$ cat src/rtl/ps2_host_tx.sv
// Host-to-device PS/2 command transmitter: inhibit, request-to-send, clock out
// one odd-parity frame on device clock edges, then collect the device ACK.
//
// state       | meaning
// S_IDLE      | lines released, ready for a command byte
// S_INHIBIT   | PS2_CLK held low for INHIBIT_CYCLES
// S_RTS       | PS2_CLK and PS2_DATA low for one cycle (start bit)
// S_SHIFT     | data, parity, stop driven on device falling edges
// S_ACK       | sample device ACK on the next falling edge
// S_WAIT_IDLE | wait for both lines high, then report the result
module ps2_host_tx #(
    parameter int INHIBIT_CYCLES = 12000,
    parameter int TIMEOUT_CYCLES = 2000000
) (
    input  logic       clk,
    input  logic       rst_n,
    input  logic [7:0] tx_data,
    input  logic       tx_valid,
    output logic       tx_ready,
    input  logic       ps2_clk_in,
    input  logic       ps2_data_in,
    output logic       ps2_clk_oe,
    output logic       ps2_data_oe,
    output logic       busy,
    output logic       tx_done,
    output logic       tx_err,
    output logic [1:0] tx_err_code
);
    localparam int IW = (INHIBIT_CYCLES > 1) ? $clog2(INHIBIT_CYCLES) : 1;
    localparam logic [IW-1:0] INH_LOAD = IW'(INHIBIT_CYCLES - 1);
    localparam logic [20:0]   TO_LAST  = 21'(TIMEOUT_CYCLES - 1);

    typedef enum logic [2:0] {
        S_IDLE,
        S_INHIBIT,
        S_RTS,
        S_SHIFT,
        S_ACK,
        S_WAIT_IDLE
    } state_t;

    state_t        r_state;
    logic          r_clk_meta, r_clk_sync, r_clk_prev;
    logic          r_data_meta, r_data_sync;
    logic [9:0]    r_frame;
    logic [3:0]    r_idx;
    logic [IW-1:0] r_inh_cnt;
    logic [20:0]   r_to_cnt;
    logic          r_nack;
    logic          r_clk_oe, r_data_oe, r_ready, r_busy, r_done, r_err;
    logic [1:0]    r_err_code;

    logic w_clk_fall;
    logic w_timing;
    logic w_timeout;

    // Synchronizers reset to the idle (high) line level so reset never fakes an edge.
    always_ff @(posedge clk or negedge rst_n) begin
        if (!rst_n) begin
            r_clk_meta  <= 1'b1;
            r_clk_sync  <= 1'b1;
            r_clk_prev  <= 1'b1;
            r_data_meta <= 1'b1;
            r_data_sync <= 1'b1;
        end else begin
            r_clk_meta  <= ps2_clk_in;
            r_clk_sync  <= r_clk_meta;
            r_clk_prev  <= r_clk_sync;
            r_data_meta <= ps2_data_in;
            r_data_sync <= r_data_meta;
        end
    end

    assign w_clk_fall = r_clk_prev & ~r_clk_sync;
    assign w_timing   = (r_state == S_SHIFT) || (r_state == S_ACK) || (r_state == S_WAIT_IDLE);
    assign w_timeout  = w_timing && (r_to_cnt >= TO_LAST);

    always_ff @(posedge clk or negedge rst_n) begin
        if (!rst_n) begin
            r_state    <= S_IDLE;
            r_frame    <= '0;
            r_idx      <= '0;
            r_inh_cnt  <= '0;
            r_to_cnt   <= '0;
            r_nack     <= 1'b0;
            r_clk_oe   <= 1'b0;
            r_data_oe  <= 1'b0;
            r_ready    <= 1'b1;
            r_busy     <= 1'b0;
            r_done     <= 1'b0;
            r_err      <= 1'b0;
            r_err_code <= 2'b00;
        end else begin
            r_done <= 1'b0;
            r_err  <= 1'b0;
            if (w_timing && (r_to_cnt != '1)) begin
                r_to_cnt <= r_to_cnt + 21'd1;
            end
            // Timeout takes priority over any edge seen in the same cycle.
            if (w_timeout) begin
                r_state    <= S_IDLE;
                r_clk_oe   <= 1'b0;
                r_data_oe  <= 1'b0;
                r_err_code <= 2'b01;
                r_err      <= 1'b1;
                r_ready    <= 1'b1;
                r_busy     <= 1'b0;
            end else begin
                case (r_state)
                    S_IDLE: begin
                        if (tx_valid && r_ready) begin
                            r_frame    <= {1'b1, ~^tx_data, tx_data};
                            r_err_code <= 2'b00;
                            r_nack     <= 1'b0;
                            r_inh_cnt  <= INH_LOAD;
                            r_clk_oe   <= 1'b1;
                            r_ready    <= 1'b0;
                            r_busy     <= 1'b1;
                            r_state    <= S_INHIBIT;
                        end
                    end
                    S_INHIBIT: begin
                        if (r_inh_cnt == '0) begin
                            r_data_oe <= 1'b1;
                            r_state   <= S_RTS;
                        end else begin
                            r_inh_cnt <= r_inh_cnt - 1'b1;
                        end
                    end
                    S_RTS: begin
                        r_clk_oe <= 1'b0;
                        r_idx    <= '0;
                        r_to_cnt <= '0;
                        r_state  <= S_SHIFT;
                    end
                    S_SHIFT: begin
                        if (w_clk_fall) begin
                            r_data_oe <= ~r_frame[r_idx];
                            r_idx     <= r_idx + 4'd1;
                            if (r_idx == 4'd9) begin
                                r_state <= S_ACK;
                            end
                        end
                    end
                    S_ACK: begin
                        if (w_clk_fall) begin
                            r_nack <= r_data_sync;
                            if (r_data_sync) begin
                                r_err_code <= 2'b10;
                            end
                            r_state <= S_WAIT_IDLE;
                        end
                    end
                    S_WAIT_IDLE: begin
                        if (r_clk_sync && r_data_sync) begin
                            r_done  <= ~r_nack;
                            r_err   <= r_nack;
                            r_ready <= 1'b1;
                            r_busy  <= 1'b0;
                            r_state <= S_IDLE;
                        end
                    end
                    default: begin
                        r_state <= S_IDLE;
                    end
                endcase
            end
        end
    end

    assign tx_ready    = r_ready;
    assign busy        = r_busy;
    assign ps2_clk_oe  = r_clk_oe;
    assign ps2_data_oe = r_data_oe;
    assign tx_done     = r_done;
    assign tx_err      = r_err;
    assign tx_err_code = r_err_code;

endmodule

$ cat config.mk
export PLATFORM = sky130hd
export DESIGN_NAME = ps2_host_tx
export DESIGN_NICKNAME = d
export VERILOG_FILES = /design/src/rtl/ps2_host_tx.sv
export SDC_FILE = /design/constraint.sdc
export NUM_CORES = 1
export LEC_CHECK = 0
export ABC_AREA = 1
export CAP_MARGIN = 20
export CORE_MARGIN = 3
export CORE_UTILIZATION = 25
export DETAILED_ROUTE_END_ITERATION = 8
export SETUP_SLACK_MARGIN = 0.1
export SLEW_MARGIN = 15
export SYNTH_ARGS = -nofsm -noshare
export SYNTH_HDL_FRONTEND = slang
export SYNTH_SLANG_ARGS = --single-unit
export TNS_END_PERCENT = 10
$ cat constraint.sdc
create_clock -name clk -period 3.45 [get_ports clk]
set_input_delay 1.035 -clock clk [delete_from_list [all_inputs] [get_ports clk]]
set_output_delay 1.035 -clock clk [all_outputs]
set_load 0.02 [all_outputs]
==> summary.md, run 1 <==
| Metric | Value |
|---|---|
| R2R Setup Slk | around 1.3 ns |
| Multi-input gate area | 1950 um^2 |
| Seq/Total Area, Yosys | about two fifths |
| Critical Path Start | tx_ready |
| Row cnt | 45 |
| TNS Setup | 0 ns |
| Max Freq | 396 MHz |
| Final instance area | 4660 um^2 |
| Sequential share of power | between 30% and 40% |
| Initial antenna violation count | 0 |
| Largest delay share family, worst path | buffers and inverters |
| First-pass DRT Iterations | 4 |
| WL/cell | about 12 um |
| Setup Skew | between 0.007 and 0.008 ns |
| Share of cells above drive strength 1 | between 10% and 20% |
| Post-DP HPWL | approximately 6500 um |
| Clock sinks | 66 |
| Post-synthesis register bit count | 66 |
| Ant diodes | 0 |
| First-pass GRT wire length | around 15000 um |
| DR vias | 3282 |
| Crit path time final | between 2 and 3 ns |
| Clock Power Share | between 20% and 30% |
| Final RePlAce weighted congestion | ~0.87 |
| PostCTS Resize Cnt | 0 |
| Utilization after layout | between 30 and 40% |
| VDD IR max | 0.291 mV |
| Syn Area/Cell | around 7.6 um^2 |
| Syn_nets | around 540 |
| Die area | 17400 um^2 |
| FILL cells | 1617 |
| Synthesized cell area | ~4000 um^2 |
| Worst setup SP type | flop |
| LEAKAGE | about 2 nW |
| Initial drt markers | 263 |
| Hold path start | r_clk_meta |
| Hold_buf cts | 0 |
| Int Pwr | roughly 0.0021 W |
| Total GRT Usage | between 10% and 20% |
| Clock Latency Late Sink | between 0.3 and 0.4 ns |
| Slew @ Worst Pin | between 0.7 and 0.8 ns |
| Required time of the critical path | 2.41 ns |
| Critical Path End Type | output port |
| Synth area leader | dfrtp_1 |
| Crit Path Class | reg -> out |
| R2r startpoint | r_to_cnt[1] |
| Number of synthesized flops with an enable pin | 0 |
| Antenna viol nets, final | 0 |
| Worst path bufs/invs | 1 |
| Fin crit share | about three quarters |
| Combinational power share | 36.7% |
| Num CTS Buffers | 9 |
| CP peak stage delay | around 0.6 ns |
| Worst path slowest cell | clkdlybuf4s50_1 |
| Pwr/cell area | 758 nW/um^2 |
| Final wirelength | 8950 um |
| Max Slew Vio Count | 0 |
| Switching power summed over all nets | 0.00143 W |
| I/O Pins | 21 |
| Slew headroom | 52.2% |
| Net Sw Frac | 40.5% |
| HP Class | reg -> reg |
| GR Overflow Total | 0 |
| Postcts setup bufs | 0 |
| Number of vias per cell | 4.35 |
| CP arrival | between 1 and 1.5 ns |
| Die H | 132 um |
| Clock buffer depth | 2 |
| Final count of hold timing violations | 0 |
| CTS tree | done |
| Setup ws final | 0.925 ns |
| Status | finished, final reports clean |
| Synth warnings | 0 |
| Critical-path cell list | clkdlybuf4s50_1 |
| I/O Buffers | 20 |
| Die W | roughly 130 um |
| Mapped Cells | ~520 |
| Most used flip-flop cell after synthesis | dfrtp_1 |
| Total power | 0.00353 W |
| Sequential Area | approximately 1700 um^2 |
| Crit Path Max Fanout | 3 |
| Initial Util | about 26% |
| Dpl ws | 0.862 ns |
| H-tree levels | 3 |
| Largest net degree at the start of global routing | 38 |
| Top post-synthesis cells by area | dfrtp_1 (38%), nand2_1 (10%), nor2_1 (6.6%) |
| Core area | 15400 um^2 |
| Unique masters post-synth | 40 |
| Max-cap viol count | 0 |
| Vias in the first global route | about 3200 |
| Layout Area Growth over Synthesis | 17.6% |
| Clk root buf | clkbuf_16 |
| Setup Viol. Count Final | 0 |
| Commonest non-fill, non-tap cell in the layout | nand2_1 |
| Drt drc | 0 |
| Placed cell area | 4350 um^2 |
| Post-synth ARST share | 100% |
| RSZ-0062 raised after global routing | no |
| Nets | around 560 |
| Reg clk slew, reported paths | ~0.050 ns |
| Most frequent cells in the layout | nand2_1 (106), nor2_1 (70), dfrtp_1 (60) |
| Synth top area share | between 30% and 40% |
[state kept, by name, summed over array words and instances, names as in the netlist, 2 cells and up]
register,count
r_frame,10
r_to_cnt,21
r_state,3
tx_err_code,2
r_idx,4
r_inh_cnt,14
[through the flow]
step | hold WS [ns] | cells
2_1_floorplan | 0.345 | 519
3_3_place_gp | 0.348 | 739
3_5_place_dp | 0.348 | 739
4_1_cts | 0.356 | 755
5_1_grt | 0.367 | 755
6_report | 0.355 | 755
[layout make-up]
type / instances / area share, %
tap: 211 / 5.67
inverter: 66 / 5.32
timing repair buffer: 23 / 4.94
clock inverter: 5 / 1.13
multi-input combinational: 373 / 41.9
clock buffer: 11 / 5.43
sequential: 66 / 35.6
[cell usage after synthesis, types with 4 or more instances]
master / instances
nand2_2: 15
o21ai_0: 31
dfstp_2: 6
dfrtp_1: 60
nand2_1: 106
a211oi_1: 6
xnor2_1: 8
ha_1: 4
nor3_2: 4
nor4_1: 4
o31ai_1: 4
buf_2: 5
buf_6: 5
a21oi_1: 13
nand4_1: 7
nor2_1: 70
a21oi_2: 4
nor2_2: 7
inv_2: 6
inv_1: 59
nand3_1: 37
nor3_1: 14
xor2_1: 17
[worst paths after layout]
check                                      to  cells past startpoint
max in group asynchronous          r_clk_meta                      2
worst max-delay path                 tx_ready                      1
min in group asynchronous       r_inh_cnt[10]                      1
worst max register to register    r_to_cnt[5]                     11
worst min register to register     r_clk_sync                      0
worst min-delay path               r_clk_sync                      0
[power groups by stage]
stage | logic (W) | registers, W | clock network, W
after floorplan | 0.00110 | 0.00123 | 0
after global placement | 0.00129 | 0.00131 | 0
after detailed placement | 0.00130 | 0.00131 | 0
after CTS | 0.00132 | 0.00130 | 0.000955
after global routing | 0.00151 | 0.00134 | 0.000994
final | 0.00130 | 0.00130 | 0.000931
[routing by layer]
metal  wire length [um]  global-route usage, %  vias to the layer above
met5                  0                      0                        -
met4                161                   3.97                        0
met3                274                   2.63                       12
met2               3990                   16.6                       46
met1               4530                   14.6                     1507
li1                   -                      -                     1717
[cell families after synthesis]
kind of cell	Yosys count	synth area share [%]
AO/OA/AOI/OAI	67	10.1
flip-flops	66	41.9
buffers and inverters	80	8.88
XOR/XNOR	25	5.53
AND/OR/NAND/NOR	277	32.4
adder cells (fa/ha/maj)	4	1.26
Note: power is estimated with default switching activity, not from simulation.
==> inputs of run 2 (changes only) <==
- clock period: 3.45 -> 2.2 ns (I/O delays scaled with it)
==> run 2 against run 1 <==
Register-to-register slack worse by 1.1 ns. Cell count is 1.1% higher. Sequential share of layout area is 0.62 points lower. Combinational power is 74% higher. Setup slack worse by 0.70 ns. Flip-flop and latch count stayed put. Cell area is 1.8% higher. Die area stayed put. Core utilization is 0.54 points higher. First-iteration DRC count is 1.5% lower. Clock power is 55% higher. Critical endpoint is now ps2_clk_oe. Highest routed layer unchanged.
==> summary.md, run 2 (synthesized netlist as in run 1, its figures left out) <==
| Metric | Value |
|---|---|
| Most frequent cells in the layout | nand2_1 (106), nor2_1 (69), dfrtp_1 (60) |
| R2r startpoint | r_to_cnt[1] |
| Initial antenna violation count | 0 (unchanged) |
| Core area | 15400 um^2 (unchanged) |
| Initial drt markers | 259 (-1.5%) |
| I/O Pins | 21 (unchanged) |
| Slew @ Worst Pin | 0.434 ns (-0.283 ns) |
| Worst setup SP type | flop |
| Drt drc | 0 (unchanged) |
| Setup Viol. Count Final | 0 (unchanged) |
| Die area | 17400 um^2 (unchanged) |
| Regs by FF count | r_to_cnt x21, r_inh_cnt x14, r_frame x10 |
| Die W | 132 um (unchanged) |
| Clk root buf | clkbuf_16 |
| Nets | 564 (+1.4%) |
| CP arrival | 1.32 ns (-0.17 ns) |
| Required time of the critical path | 1.54 ns (-0.87 ns) |
| Largest net degree at the start of global routing | 67 (+76%) |
| DR vias | 3308 (+0.79%) |
| Sequential Area | 1660 um^2 (unchanged) |
| Largest delay share family, worst path | buffers and inverters |
| Die H | 132 um (unchanged) |
| Status | finished, final reports clean |
| Fin crit share | between 80% and 90% |
| Layout Area Growth over Synthesis | 19.6% |
| TNS Setup | 0 ns (unchanged) |
| Worst Reg-to-Reg Cells | 10 (-1) |
| Crit Path Max Fanout | 2 (-1) |
| Top reg by flops | r_to_cnt |
| WL/cell | 11.7 um (-1.5%) |
| Worst setup endpoint | ps2_clk_oe |
| Antenna viol nets, final | 0 (unchanged) |
| First-pass GRT wire length | 15600 um (+1.2%) |
| VDD IR max | 0.453 mV (+56%) |
| Clock buffer depth | 2 (unchanged) |
| Crit Path Class | reg -> out |
| Critical Path Start | ps2_clk_oe |
| Setup Skew | 0.00846 ns (+0.00122 ns) |
| R2R Setup Slk | 0.24 ns (-1.07 ns) |
| First-pass DRT Iterations | 4 (unchanged) |
| Final wirelength | 8910 um (-0.42%) |
| Critical Path End Type | output port |
| Multi-input gate area | 1950 um^2 (+0.13%) |
| Vias in the first global route | 3200 (+0.34%) |
| CP peak stage delay | 0.62 ns (+0.02 ns) |
| Worst path slowest cell | clkdlybuf4s50_1 |
| Total power | 0.00570 W (+62%) |
| CTS tree | done |
| LEAKAGE | 2.06 nW (+2.1%) |
| Max Slew Vio Count | 0 (unchanged) |
| Levels on crit path | 1 (unchanged) |
| Reg clk slew, reported paths | 0.05 ns (about the same) |
| Final RePlAce weighted congestion | 0.879 (+1.4%) |
| Reg-to-reg endpoint | r_state[0] |
| Initial Util | 25.8% (unchanged) |
| Num CTS Buffers | 9 (unchanged) |
| Share of cells above drive strength 1 | 14.3% (+1.1 points) |
| Pwr/cell area | 1200 nW/um^2 (+59%) |
| Post-DP HPWL | 6610 um (+2.4%) |
| Clock Latency Late Sink | 0.33 ns (about the same) |
| Max Freq | approximately 500 MHz |
| Postcts setup bufs | 0 (unchanged) |
| Final count of hold timing violations | 0 (unchanged) |
| Critical-path cell list | clkdlybuf4s50_1 |
| Worst path bufs/invs | 1 (unchanged) |
| Crit path time final | 1.98 ns |
| Number of flip-flops in the largest register | 21 (unchanged) |
| Slew headroom | 70.8% (+19 points) |
| Utilization after layout | 30.8% (+0.54 points) |
| Commonest non-fill, non-tap cell in the layout | nand2_1 |
| Total GRT Usage | 10.7% (-0.042 points) |
| RSZ-0062 raised after global routing | yes |
| GR Overflow Total | 0 (unchanged) |
| Row cnt | 45 (unchanged) |
| Ant diodes | 0 (unchanged) |
| I/O Buffers | 20 (unchanged) |
| Clock sinks | 66 (unchanged) |
| H-tree levels | 3 (unchanged) |
| Number of vias per cell | 4.34 (-0.26%) |
| HP Class | in -> async |
| Max-cap viol count | 0 (unchanged) |
| FILL cells | 1632 (+0.93%) |
-- run 2: layer usage --
layer / routed length (um) / vias to the layer above / track usage, %
met2: 3870 / 40 / 16.0
met1: 4690 / 1526 / 15.5
li1: - / 1728 / -
met3: 202 / 14 / 1.60
met4: 145 / 0 / 4.26
met5: 0 / - / 0
-- run 2: worst min-delay path by stage --
stage                         endpoint   startpoint  slack (ns)  depth (start not counted)
after floorplan             r_clk_sync   r_clk_meta        0.35                          0
after global placement     r_data_sync  r_data_meta        0.35                          0
final                     r_inh_cnt[7]        rst_n        0.33                          2
after detailed placement   r_data_sync  r_data_meta        0.35                          0
after global routing       r_data_sync  r_data_meta        0.36                          0
after CTS                  r_data_sync  r_data_meta        0.35                          0
-- run 2: layout make-up --
class	instances	share of cell area (%)
Clock inverter	2	0.739
Clock buffer	14	5.57
Tap cell	211	5.57
Sequential cell	66	35.0
Timing Repair Buffer	31	6.63
Multi-Input combinational cell	373	41.2
Inverter	66	5.28
-- run 2: power by group --
group / switching [W] / total [W] / internal, W
Clock: 0.000498 / 0.00144 / 0.000938
Combinational: 0.00135 / 0.00226 / 0.000910
Sequential: 0.000396 / 0.00201 / 0.00161
Total: 0.00225 / 0.00570 / 0.00346
-- run 2: what timing repair did --
item,in CTS,in global routing
resized for setup,1,4
hold buffers,0,0
setup endpoints to repair,1,13
-- run 2: through the flow --
step           hold slack, ns  cells  cell area [um^2]  setup slack (ns)
3_3_place_gp            0.347    747              4440            0.0910
3_5_place_dp            0.347    747              4440            0.0735
6_report                0.327    763              4740             0.221
2_1_floorplan           0.345    519              3960             0.573
5_1_grt                 0.362    763              4740            0.0245
4_1_cts                 0.354    763              4730             0.204
==> inputs of run 3 (changes only) <==
- ABC_AREA: 1 -> not set
==> run 3 against run 2 <==
Largest power group is now the clock network. Synthesized cell count decreased by 28%. Critical endpoint is now ps2_data_oe. Die area decreased by 8.8%. Largest cell class unchanged. Combinational power decreased by 96%. Register-to-register slack got worse by 0.16 ns. Sequential power decreased by 39%. Maximum frequency decreased by 6.8%. Core utilization increased by 2.5 points. Sequential share of layout area increased by 0.54 points. Clock power increased by 11%. Via count decreased by 10%.
==> summary.md, run 3 <==
| Metric | Value |
|---|---|
| First-pass GRT wire length | 14700 um (-6.0%) |
| Largest net degree at the start of global routing | 35 (-48%) |
| H-tree levels | 3 (unchanged) |
| Switching power summed over all nets | 0.000614 W (-73%) |
| GR Overflow Total | 0 (unchanged) |
| Most used flip-flop cell after synthesis | dfrtp_1 |
| Placed cell area | 4200 um^2 (-5.4%) |
| Clock buffer depth | 2 (unchanged) |
| Max Slew Vio Count | 0 (unchanged) |
| Ant diodes | 0 (unchanged) |
| Top post-synthesis cells by area | dfrtp_1 (42%), nand2_1 (5.0%), dfstp_2 (4.4%) |
| Most frequent cells in the layout | dfrtp_1 (60), nand2_1 (48), nor2_1 (31) |
| Crit Path Max Fanout | 4 (+2) |
| Final RePlAce weighted congestion | 0.797 (-9.3%) |
| Vias in the first global route | 3021 (-5.6%) |
| R2R Setup Slk | 0.08 ns (-0.16 ns) |
| Number of flip-flops in the largest register | 21 (unchanged) |
| I/O Buffers | 20 (unchanged) |
| Row cnt | 43 (-4.4%) |
| I/O Pins | 21 (unchanged) |
| Crit Path Class | reg -> reg |
| Synth cell count leaders | dfrtp_1 (60), nand2_1 (48), nor2_1 (31), nand3_1 (19), xnor2_1 (17) |
| Int Pwr | 0.00230 W (-33%) |
| Number of synthesized flops with an enable pin | 0 (unchanged) |
| Post-synthesis register bit count | 66 (unchanged) |
| Share of cells above drive strength 1 | 20.1% (+5.8 points) |
| Combinational power share | 3.0% (-37 points) |
| VDD IR max | 0.408 mV (-10%) |
| Clock sinks | 66 (unchanged) |
| DR vias | 2969 (-10%) |
| Layout Area Growth over Synthesis | 29.8% |
| Crit path time final | 2.12 ns (+0.144 ns) |
| Met3 wire len | 303 um (+50%) |
| Final wirelength | 8600 um (-3.5%) |
| Syn Area/Cell | 9.59 um^2 (+26%) |
| Die W | 126 um (-4.5%) |
| Syn_nets | 392 (-27%) |
| Top reg by flops | r_to_cnt |
| Setup Skew | 0.00818 ns (-0.000276 ns) |
| Synth area leader | dfrtp_1 |
| Worst setup SP type | flop |
| WL met1 | 3940 um (-16%) |
| Regs by FF count | r_to_cnt x21, r_inh_cnt x14, r_frame x10 |
| Clock Latency Late Sink | 0.33 ns (about the same) |
| Clock Power Share | 54.9% (+30 points) |
| CP peak stage delay | 0.58 ns (-0.04 ns) |
| Initial Util | 25.7% (-0.065 points) |
| Clk root buf | clkbuf_16 |
| Initial drt markers | 120 (-54%) |
| Top sig layer | met4 |
| Setup Viol. Count Final | 0 (unchanged) |
| Unique masters post-synth | 64 (+60%) |
| LEAKAGE | 1.95 nW (-5.7%) |
| Utilization after layout | 33.4% (+2.5 points) |
| Seq/Total Area, Yosys | 46.1% (+4.3 points) |
| Fin crit share | 96.5% (+6.6 points) |
| Number of vias per cell | 4.88 (+13%) |
| Commonest non-fill, non-tap cell in the layout | dfrtp_1 |
| FILL cells | 1424 (-13%) |
| WL/cell | 14.1 um (+21%) |
| Worst path slowest cell | or4_4 |
| Post-DP HPWL | 5980 um (-9.5%) |
| Status | finished, final reports clean |
| Sequential share of power | 42.0% (+6.8 points) |
| Core area | 14000 um^2 (-9.0%) |
| First-pass DRT Iterations | 4 (unchanged) |
| Critical Path End Type | flop |
| WL met2 | 4270 um (+10%) |
| Required time of the critical path | 2.42 ns (+0.88 ns) |
| Synthesized cell area | 3600 um^2 (-9.2%) |
| Count leader, synth | dfrtp_1 |
| CP arrival | 2.34 ns (+1.02 ns) |
| Synth warnings | 0 (unchanged) |
| HP Class | in -> async |
| Post-synth ARST share | 100% (unchanged) |
| Slew @ Worst Pin | 0.558 ns (+0.124 ns) |
| Drt drc | 0 (unchanged) |
| Net Sw Frac | 21.1% (-18 points) |
| Reg clk slew, reported paths | 0.06 ns (about the same) |
| Max-cap viol count | 0 (unchanged) |
| Die H | 126 um (-4.5%) |
| Max Freq | 471 MHz (-6.8%) |
| Mapped Cells | 375 (-28%) |
| Nets | 440 (-22%) |
| CTS tree | done |
| Total GRT Usage | 11.1% (+0.40 points) |
| Antenna viol nets, final | 0 (unchanged) |
| Total power | 0.00292 W (-49%) |
| Die area | 15900 um^2 (-8.8%) |
| Pwr/cell area | 625 nW/um^2 (-48%) |
| Final instance area | 4670 um^2 (-1.5%) |
| Initial antenna violation count | 0 (unchanged) |
| RSZ-0062 raised after global routing | yes |
| Slew headroom | 62.5% (-8.4 points) |
| Final count of hold timing violations | 0 (unchanged) |
| Critical-path cell list | or4_4 -> o41a_1 -> buf_6 -> nand2_4 -> o221ai_2 -> a32o_1 |
| Synth top area share | 41.8% (+3.9 points) |
| Num CTS Buffers | 9 (unchanged) |
==> run 3: path summary, 6_finish.rpt <==
path                                      end          from  depth (start not counted)
worst max-delay path              ps2_data_oe  r_inh_cnt[7]                          6
worst min-delay path            r_inh_cnt[10]         rst_n                          1
worst max register to register    ps2_data_oe  r_inh_cnt[7]                          6
worst min register to register    r_data_sync   r_data_meta                          0
max in group asynchronous        r_to_cnt[19]         rst_n                          3
min in group clk                  r_data_sync   r_data_meta                          0
==> run 3: worst max-delay path: cells and delay by family, from the launching register on <==
| family | cells | cell delay, ns |
|---|---|---|
| compound gates | 3 | 0.78 |
| flops | 1 | 0.41 |
| simple gates | 2 | 0.66 |
| buf+inv | 1 | 0.16 |
==> run 3: stage by stage <==
step	cells	hold slack [ns]	setup TNS, ns	setup WS (ns)
after floorplan	375	0.345	0	0.205
after global placement	587	0.346	-0.0990	-0.0536
after detailed placement	587	0.347	-1.25	-0.137
after CTS	605	0.264	0	0.0126
after global routing	608	0.279	0	0.0181
final	608	0.261	0	0.0761
==> run 3: cell families after synthesis <==
group           Yosys count  share of synthesized area (%)
buf+inv                  27                           3.27
xor+xnor                 28                           6.82
mux                       8                           2.64
simple gates            173                           25.6
flops                    66                           46.1
compound gates           69                           14.1
fa+ha+maj                 4                           1.39
==> run 3: cell type report <==
cell class | count | area [um^2] | area share [%]
Inverter | 9 | 33.8 | 0.724
Multi-Input combinational cell | 282 | 1910 | 41.0
Clock buffer | 10 | 239 | 5.12
Sequential cell | 66 | 1660 | 35.5
Clock inverter | 6 | 95.1 | 2.04
Tap cell | 180 | 225 | 4.83
Timing Repair Buffer | 55 | 502 | 10.8
==> run 3: power groups by stage <==
stage          Clock (W)  Combinational, W  Sequential (W)
2_1_floorplan          0         0.0000275         0.00125
3_3_place_gp           0         0.0000892         0.00125
3_5_place_dp           0         0.0000898         0.00125
4_1_cts          0.00163         0.0000902         0.00123
5_1_grt          0.00169         0.0000983         0.00123
6_report         0.00160         0.0000877         0.00123
==> run 3: timing repair <==
| item | in CTS | in global routing |
|---|---|---|
| gates resized for setup | 3 | 17 |
| hold buffers | 0 | 0 |
| pin swaps | 1 | 8 |
| setup buffers | 2 | 3 |
| endpoints found under the setup margin | 12 | 39 |
| gates cloned | 0 | 0 |
==> run 3: per-layer routing <==
| metal | track usage (%) | up-vias |
|---|---|---|
| met5 | 0 | - |
| li1 | - | 1455 |
| met2 | 18.0 | 45 |
| met4 | 3.79 | 0 |
| met3 | 2.97 | 8 |
| met1 | 14.4 | 1461 |
